[src/rtl/controlador_tablero_turnos_pkg.sv]
// Shared types and constants for the tic-tac-toe board writer.
// Cell encoding, controller states, winning-line masks and the one-hot request check.
package tablero_pkg;

    typedef enum logic [1:0] {
        VACIA = 2'b00,
        J1    = 2'b01,
        J2    = 2'b10
    } celda_t;

    typedef enum logic [2:0] {
        ESPERA   = 3'd0,
        TURNO_J1 = 3'd1,
        TURNO_J2 = 3'd2,
        EVALUAR  = 3'd3,
        FIN      = 3'd4
    } estado_t;

    localparam int unsigned NUM_CELDAS = 9;
    localparam int unsigned NUM_LINEAS = 8;

    // Cell i is bit i, row-major: rows, columns, then both diagonals.
    localparam logic [NUM_LINEAS-1:0][NUM_CELDAS-1:0] LINEAS = {
        9'b001_010_100,
        9'b100_010_001,
        9'b100_100_100,
        9'b010_010_010,
        9'b001_001_001,
        9'b111_000_000,
        9'b000_111_000,
        9'b000_000_111
    };

    function automatic logic es_one_hot(input logic [NUM_CELDAS-1:0] v);
        return (v != '0) && ((v & (v - 9'd1)) == '0);
    endfunction

endpackage

[src/rtl/controlador_tablero_turnos_verificador_lineas.sv]
// Combinational board evaluation: line ownership for each player and full-board flag.
module verificador_lineas
    import tablero_pkg::*;
(
    input  celda_t tablero [NUM_CELDAS],
    output logic   ganaJ1,
    output logic   ganaJ2,
    output logic   lleno
);

    logic [NUM_CELDAS-1:0] dueno_j1;
    logic [NUM_CELDAS-1:0] dueno_j2;

    always_comb begin
        dueno_j1 = '0;
        dueno_j2 = '0;
        for (int unsigned i = 0; i < NUM_CELDAS; i++) begin
            dueno_j1[i] = (tablero[i] == J1);
            dueno_j2[i] = (tablero[i] == J2);
        end
    end

    always_comb begin
        ganaJ1 = 1'b0;
        ganaJ2 = 1'b0;
        for (int unsigned l = 0; l < NUM_LINEAS; l++) begin
            if ((dueno_j1 & LINEAS[l]) == LINEAS[l]) ganaJ1 = 1'b1;
            if ((dueno_j2 & LINEAS[l]) == LINEAS[l]) ganaJ2 = 1'b1;
        end
        lleno = &(dueno_j1 | dueno_j2);
    end

endmodule

[src/rtl/controlador_tablero_turnos.sv]
// Board writer: turn alternation, move validation, win/draw evaluation.
// Optional per-turn timeout enabled by defining TURN_TIMEOUT_EN.
module controlador_tablero_turnos
    import tablero_pkg::*;
#(
    parameter int unsigned TIMEOUT_CICLOS = 50_000_000
) (
    input  logic       clk,
    input  logic       rst_n,
    input  logic       iniciar,
    input  logic [8:0] jugador1Habilitado,
    input  logic [8:0] jugador2Habilitado,
    output logic [1:0] pos0,
    output logic [1:0] pos1,
    output logic [1:0] pos2,
    output logic [1:0] pos3,
    output logic [1:0] pos4,
    output logic [1:0] pos5,
    output logic [1:0] pos6,
    output logic [1:0] pos7,
    output logic [1:0] pos8,
    output logic       turno,
    output logic       jugadaAceptada,
    output logic       jugadaIlegal,
    output logic       tiempoAgotado,
    output logic [1:0] ganador,
    output logic       empate,
    output logic       fin
);

    estado_t               estado_q, estado_d;
    celda_t                tablero_q [NUM_CELDAS];
    celda_t                tablero_d [NUM_CELDAS];
    logic                  turno_q, turno_d;
    logic [1:0]            ganador_q, ganador_d;
    logic                  empate_q, empate_d;
    logic                  fin_q, fin_d;
    logic                  acept_q, acept_d;
    logic                  ilegal_q, ilegal_d;
    logic [NUM_CELDAS-1:0] peticion;
    logic [NUM_CELDAS-1:0] ocupadas;
    logic                  mueve_j2;
    logic                  gana_j1, gana_j2, lleno;

`ifdef TURN_TIMEOUT_EN
    localparam int unsigned CW = (TIMEOUT_CICLOS > 1) ? $clog2(TIMEOUT_CICLOS) : 1;
    localparam logic [CW-1:0] LIMITE = CW'(TIMEOUT_CICLOS - 1);
    logic [CW-1:0] cnt_q, cnt_d;
    logic          tiempo_q, tiempo_d;
`endif

    verificador_lineas u_verificador (
        .tablero (tablero_q),
        .ganaJ1  (gana_j1),
        .ganaJ2  (gana_j2),
        .lleno   (lleno)
    );

    always_comb begin
        ocupadas = '0;
        for (int unsigned i = 0; i < NUM_CELDAS; i++) begin
            ocupadas[i] = (tablero_q[i] != VACIA);
        end
    end

    // Only the current player's vector is looked at; the other is ignored entirely.
    assign mueve_j2 = (estado_q == TURNO_J2);
    assign peticion = mueve_j2 ? jugador2Habilitado : jugador1Habilitado;

    always_comb begin
        estado_d  = estado_q;
        tablero_d = tablero_q;
        turno_d   = turno_q;
        ganador_d = ganador_q;
        empate_d  = empate_q;
        acept_d   = 1'b0;
        ilegal_d  = 1'b0;
`ifdef TURN_TIMEOUT_EN
        tiempo_d  = 1'b0;
`endif
        case (estado_q)
            ESPERA: begin
                if (iniciar) estado_d = TURNO_J1;
            end
            TURNO_J1, TURNO_J2: begin
                if (peticion != '0) begin
                    if (es_one_hot(peticion) && ((peticion & ocupadas) == '0)) begin
                        for (int unsigned i = 0; i < NUM_CELDAS; i++) begin
                            if (peticion[i]) tablero_d[i] = mueve_j2 ? J2 : J1;
                        end
                        acept_d  = 1'b1;
                        estado_d = EVALUAR;
                    end else begin
                        ilegal_d = 1'b1;
                    end
                end
`ifdef TURN_TIMEOUT_EN
                // A legal move on the terminal cycle takes priority over the forfeit.
                if (!acept_d && (cnt_q == LIMITE)) begin
                    tiempo_d = 1'b1;
                    turno_d  = ~turno_q;
                    estado_d = mueve_j2 ? TURNO_J1 : TURNO_J2;
                end
`endif
            end
            EVALUAR: begin
                // turno_q still identifies the player who just moved.
                if (turno_q ? gana_j2 : gana_j1) begin
                    estado_d  = FIN;
                    ganador_d = turno_q ? 2'b10 : 2'b01;
                end else if (lleno) begin
                    estado_d = FIN;
                    empate_d = 1'b1;
                end else begin
                    turno_d  = ~turno_q;
                    estado_d = turno_q ? TURNO_J1 : TURNO_J2;
                end
            end
            FIN: begin
                if (iniciar) begin
                    tablero_d = '{default: VACIA};
                    ganador_d = 2'b00;
                    empate_d  = 1'b0;
                    turno_d   = 1'b0;
                    estado_d  = TURNO_J1;
                end
            end
            default: estado_d = ESPERA;
        endcase
        fin_d = (estado_d == FIN);
`ifdef TURN_TIMEOUT_EN
        if (((estado_q == TURNO_J1) || (estado_q == TURNO_J2)) && (estado_d == estado_q)) begin
            cnt_d = cnt_q + 1'b1;
        end else begin
            cnt_d = '0;
        end
`endif
    end

    always_ff @(posedge clk or negedge rst_n) begin
        if (!rst_n) begin
            estado_q  <= ESPERA;
            tablero_q <= '{default: VACIA};
            turno_q   <= 1'b0;
            ganador_q <= 2'b00;
            empate_q  <= 1'b0;
            fin_q     <= 1'b0;
            acept_q   <= 1'b0;
            ilegal_q  <= 1'b0;
`ifdef TURN_TIMEOUT_EN
            cnt_q     <= '0;
            tiempo_q  <= 1'b0;
`endif
        end else begin
            estado_q  <= estado_d;
            tablero_q <= tablero_d;
            turno_q   <= turno_d;
            ganador_q <= ganador_d;
            empate_q  <= empate_d;
            fin_q     <= fin_d;
            acept_q   <= acept_d;
            ilegal_q  <= ilegal_d;
`ifdef TURN_TIMEOUT_EN
            cnt_q     <= cnt_d;
            tiempo_q  <= tiempo_d;
`endif
        end
    end

    assign pos0           = tablero_q[0];
    assign pos1           = tablero_q[1];
    assign pos2           = tablero_q[2];
    assign pos3           = tablero_q[3];
    assign pos4           = tablero_q[4];
    assign pos5           = tablero_q[5];
    assign pos6           = tablero_q[6];
    assign pos7           = tablero_q[7];
    assign pos8           = tablero_q[8];
    assign turno          = turno_q;
    assign jugadaAceptada = acept_q;
    assign jugadaIlegal   = ilegal_q;
    assign ganador        = ganador_q;
    assign empate         = empate_q;
    assign fin            = fin_q;
`ifdef TURN_TIMEOUT_EN
    assign tiempoAgotado  = tiempo_q;
`else
    assign tiempoAgotado  = 1'b0;
`endif

endmodule

[config.mk]
export PLATFORM = sky130hd
export DESIGN_NAME = controlador_tablero_turnos
export DESIGN_NICKNAME = d
export VERILOG_FILES = /design/src/rtl/controlador_tablero_turnos_pkg.sv /design/src/rtl/controlador_tablero_turnos_verificador_lineas.sv /design/src/rtl/controlador_tablero_turnos.sv
export SDC_FILE = /design/constraint.sdc
export NUM_CORES = 1
export LEC_CHECK = 0
export CAP_MARGIN = 20
export CORE_MARGIN = 2
export CORE_UTILIZATION = 54
export CTS_BUF_LIST = sky130_fd_sc_hd__clkbuf_4 sky130_fd_sc_hd__clkbuf_8
export CTS_CLUSTER_DIAMETER = 50
export CTS_CLUSTER_SIZE = 14
export DETAILED_ROUTE_END_ITERATION = 16
export GPL_TIMING_DRIVEN = 0
export HOLD_SLACK_MARGIN = 0.05
export PLACE_DENSITY_LB_ADDON = 0.2
export SYNTH_ARGS = -nofsm -noshare
export SYNTH_HDL_FRONTEND = slang
export SYNTH_SLANG_ARGS = --single-unit
[constraint.sdc]
create_clock -name clk -period 2.9 [get_ports clk]
set_input_delay 0.58 -clock clk [delete_from_list [all_inputs] [get_ports clk]]
set_output_delay 0.58 -clock clk [all_outputs]
set_load 0.05 [all_outputs]
**Word-level counts from Yosys, hierarchy flattened**

Index checks and enable logic that the tools add are counted.

- Register bits after elaboration: 28
- Bits of input ports: 21
- Output and inout port bits: 26
- Word-level logic and storage cells: 164

- Add/subtract/negate cells: 1
- Eq/ne operators: 55
- Muxes and demuxes: 56
- Bitwise gates (word level): 4
- Reductions and logical operators: 32

Operators with widths:

| kind | count |
|---|---|
| $eq 3x3->1 const B | 18 |
| $mux 18 | 3 |
| $reduce_and 5->1 | 9 |
| $pmux 18 s2 | 1 |
| $ne 2x2->1 const B | 16 |
| $mux 1 | 28 |
| $mux 2 | 14 |
| $reduce_bool 2->1 | 11 |
| $and 9x9->9 | 2 |
| $eq 2x1->1 const B | 9 |
| $eq 2x2->1 const B | 9 |
| $logic_not 9->1 | 2 |
| $mux 3 | 5 |
| $mux 9 | 1 |
| $or 9x9->9 | 1 |
| $pmux 3 s3 | 1 |
| $reduce_and 9->1 | 1 |
| $reduce_bool 9->1 | 1 |
| $sub 9x1->9 const B | 1 |
| $reduce_and 4->1 | 2 |
| $eq 3x2->1 const B | 2 |
| $pmux 1 s2 | 2 |
| $pmux 2 s2 | 1 |
| $reduce_or 2->1 | 2 |
| 5 further kinds | 6 |

**Depth between registers and ports, before layout**

- Depth in word-level cells: 14
- Depth in mapped cells: 11
- Mapped depth without buffers: 9

**Cells and area by module**

A second synthesis with hierarchy kept.

- Cell total of the unflattened synthesis: 232
- Area, all modules: 2150.8 um^2

Modules (own cells, without submodules):

| module | instances | cells each | area an instance (um^2) | seq. area each (um^2) |
|---|---|---|---|---|
| controlador_tablero_turnos | 1 | 178 | 1724.2 | 700.7 |
| verificador_lineas | 1 | 54 | 426.7 | 0.0 |

**Least setup slack after synthesis**

Ideal clock, no wire load.

- Path type: flip-flop to flip-flop
- Start: register estado_q[2]
- End: register tablero_q, in the netlist pos0[0]
- Setup time: 122 ps
- Arrival time: 2368 ps
- Required time: 2778 ps
- Slack: 410 ps
- Stages on the path, launching flop included: 11
- Path buffers: 3
- Clock period less this slack: 2490 ps
- Path through: dfrtp_1 -> buf_6 -> nor3b_1 -> buf_6 -> mux2i_1 -> o2111a_1 -> nand4_4 -> a211oi_4 -> buf_6 -> o21bai_1 -> o2bb2ai_1

- Word-level cells in the longest chain between the ends: 9
- Elaborated cells between the ends (all ways): 24
- Those cells by class: add/sub (1); eq/ne (7); mux (6); bitwise (2); reduce/logical (8)

RTL lines:

| item | RTL line | text |
|---|---|---|
| from (decl) | controlador_tablero_turnos.sv:31 | `estado_t estado_q, estado_d;` |
| from (signal assigned) | controlador_tablero_turnos.sv:155 | `estado_q <= estado_d;` |
| $eq 3x2->1 | controlador_tablero_turnos.sv:67, controlador_tablero_turnos.sv:81 |  |
| $mux 9 | controlador_tablero_turnos.sv:68 | `assign peticion = mueve_j2 ? jugador2Habilitado : jugador1Habilitado;` |
| $sub 9x1->9 | controlador_tablero_turnos_pkg.sv:35 | `return (v != '0) && ((v & (v - 9'd1)) == '0);` |
| $and 9x9->9 | controlador_tablero_turnos_pkg.sv:35 |  |
| $logic_not 9->1 | controlador_tablero_turnos_pkg.sv:35 |  |
| $logic_and 1x1->1 | controlador_tablero_turnos_pkg.sv:35 |  |
| $logic_and 1x1->1 | controlador_tablero_turnos.sv:87 | `if (es_one_hot(peticion) && ((peticion & ocupadas) == '0)) begin` |
| $ne 2x2->1 (no source line) | n/a |  |
| $reduce_and 5->1 (no source line) | n/a |  |
| to (signal assigned) | controlador_tablero_turnos.sv:156 | `tablero_q <= tablero_d;` |
| to (decl) | controlador_tablero_turnos.sv:32 | `celda_t tablero_q [NUM_CELDAS];` |

Parallel ways exist; a longest one is shown, timed or not. The select of a mux whose other input is x is not followed.
A chain may end at the register's enable or synchronous reset.

**Worst setup path in the final report**

- Start: register estado_q[2]
- End: register tablero_q, in the netlist pos0[1]

Same word-level chain as after synthesis.

==> flow_summary.ini <==
[yosys]
ys.flop_type = dfrtp_1
synthArstFlopShare_pct = 100
synth_seq_area_share_pct = 29.8
synthCells = 258
synth_warnings = 0
synth.distinct_cells = 54
synth_edf_count = 0
syn_area_mm2 = 0.00235
synth.largest_area_cell = dfrtp_1
synth_top_area_share_pct = 29.8
avgSynthCellArea_um2 = 9.11
synth_common_cells = dfrtp_1 (28), nand2_1 (28), ha_1 (27)
synth_area_leaders = dfrtp_1 (30%), ha_1 (14%), nand2_1 (4.5%), inv_1 (4.0%), a32o_1 (3.8%)
synth_nets = 306
synth_seq_cells = 28

[worst_setup_path]
path_common_cell = buf_6
critPathMaxStageDelay_ps = 390
crit_buf_inv = 4
crit_fanout = 10
crit_type = register to register
crit_path_start_kind = register
cp_top_family = compound AO/OA/AOI/OAI gates
cp_cell_sequence = buf_6 -> nor3b_1 -> buf_6 -> mux2i_2 -> o2111a_1 -> nand4_4 -> a211oi_4 -> buf_12 -> buf_6 -> o21bai_1 -> o2bb2ai_1
worstSetupEndpointType = register
cp.arrival_ps = 2940
cp.required_ps = 3080
cp_slowest_cell = dfrtp_1

[cells_and_area]
regArea_um2 = 701
final_area_mm2 = 0.00299
final_util_pct = 73.2
nets = 358
final_cells = 359
fill_cells = 314
layout-drive-gt1-share_pct = 8.74
syn2layout_area_growth_pct = 27.3
multi_input_area_mm2 = 0.00148
diodes = 0

[sta]
rsz0062_at_grt = no
period_needed_ps = 2760
finalSetupViolations = 0
fin_ws_ps = 143
finalClockSkew_ps = 3.55
fin_crit_sh_pct = 95.1
report.final.slew_viol_count = 0
max-slew-margin-rel_pct = 43.2
worstMarginPinSlew_ps = 849
holdWs_ps = 505
max_freq_mhz = 363
hold_viol_final = 0

[power]
switching_power_w = 0.000892
p_leak_nw = 1.21
clkPwrFrac_pct = 16.3
ir_worst_vdd_uv = 343
p_comb_share_pct = 55.4
p_int_w = 0.00109
seq_power_share_pct = 28.3
sw_frac_of_total_pct = 45.1
powerDensity_mw_per_mm2 = 661

[grt]
grt_max_degree = 17
grt_pass1_vias = 2135
grtUsageTotal_pct = 27.2
overflow = 0
grt_pass1_wl_um = 10700
antenna_found_initial = 0

[cts]
cts_buffer_depth = 2
h-tree-depth = 1
cts.sinks = 28
clkTransAtPathRegs_ps = 110
cts_root_buf = clkbuf_8
cts_made_buffers = 3
clkLatencyLatePin_ps = 290
cts_tree = yes

[detailed_routing]
routedWlPerCell_um = 18.0
drc = 0
firstDrtPassIters = 5
first_iter_violations = 190
vias = 2175
viasPerCell = 6.06
wirelength_um = 6450
ant_nets = 0

[die]
start_util_pct = 57.5
pin_count = 47
die_w_um = 70.0
num_rows = 23
die_area_mm2 = 0.00490
die_h_um = 70.0
coreArea_mm2 = 0.00409

[place]
placed_cell_area_mm2 = 0.00289
pre_cts_slack_ps = -438
portBuffers = 45
gp_congestion = 0.925
place_inst = 354
dp_hpwl_um = 4960

[hold_path]
hp-class = register to register

[outcome]
status = finished clean

[flow_run]
cap_violations = 0
## per-stage QoR
step	TNS [ps]	total power (W)
5_1_grt	0	0.00210
6_report	0	0.00198
3_3_place_gp	-7340	0.00162
3_5_place_dp	-7160	0.00165
2_1_floorplan	0	0.00130
4_1_cts	0	0.00198
## metal layers
metal | GRT usage, % | vias to the layer above | part of all wire, %
met3 | 2.74 | 13 | 8.5
met4 | 9.83 | 0 | 2.3
li1 | - | 1035 | -
met5 | 0 | - | 0
met2 | 45.0 | 92 | 47
met1 | 36.9 | 1035 | 42
## layout by cell type, fill, tap and decap left out, types with 8 or more instances in the layout
cell type / instances
ha_1: 27
dfrtp_1: 28
nand2_1: 28
o21ai_0: 9
nand3_1: 10
clkdlybuf4s50_1: 45
a32o_1: 9
inv_1: 25
mux2i_1: 8
nor2b_1: 13
nor2_1: 10
## logic make-up after synthesis
kind of cell	count (synthesis)	synth area share, %
and+or+nand+nor	81	17.9
AOI/OAI and AO/OA	70	23.6
buffers and inverters	36	7.82
adders and majority gates	29	15.2
DFF	28	29.8
muxes	10	4.31
xor gates and xnor gates	3	1.12
other	1	0.160
## repair_timing
action | in CTS | in global routing
buffers inserted | 1 | 0
setup endpoints to repair | 19 | 8
pin swaps | 1 | 0
gates resized for setup | 2 | 1
hold buffers | 0 | 0
## tightest hold or removal path: stages, from the launching register on
cell and delay [ps]:
dfrtp_1 370, nand2_1 50, nand2_1 60
## final timing paths
check | from | endpoint | slack [ps] | cells past startpoint
worst max-delay path | estado_q[2] | pos0[1] | 140 | 11
worst min-delay path | empate | empate | 500 | 2
worst max register to register | estado_q[2] | pos0[1] | 140 | 11
worst min register to register | empate | empate | 500 | 2
max in group asynchronous | rst_n | pos1[0] | 1680 | 2
min in group asynchronous | rst_n | ganador[0] | 700 | 1
## registers in the layout (all words and copies together) (netlist names)
signal	flops
estado_q	3
ganador	2
pos0	2
pos1	2
pos2	2
pos3	2
pos4	2
pos5	2
pos6	2
pos7	2
pos8	2
empate	1
fin	1
jugadaAceptada	1
jugadaIlegal	1
turno	1
## power by group through the flow
stage          clock network [W]  registers (W)  logic, W
2_1_floorplan                  0       0.000801  0.000500
3_3_place_gp                   0       0.000561   0.00106
3_5_place_dp                   0       0.000567   0.00108
4_1_cts                 0.000327       0.000559   0.00109
5_1_grt                 0.000343       0.000572   0.00118
6_report                0.000323       0.000559   0.00109
## layout make-up
type                       instances  share of cell area [%]
buffer                            11                    3.01
multi-input combinational        194                    49.3
inverter                          25                    3.14
sequential                        28                    23.4
clock inverter                     1                    1.00
clock buffer                       3                    1.38
tap                               50                    2.09
timing repair buffer              47                    16.6
Power figures use the tool's default switching activity.
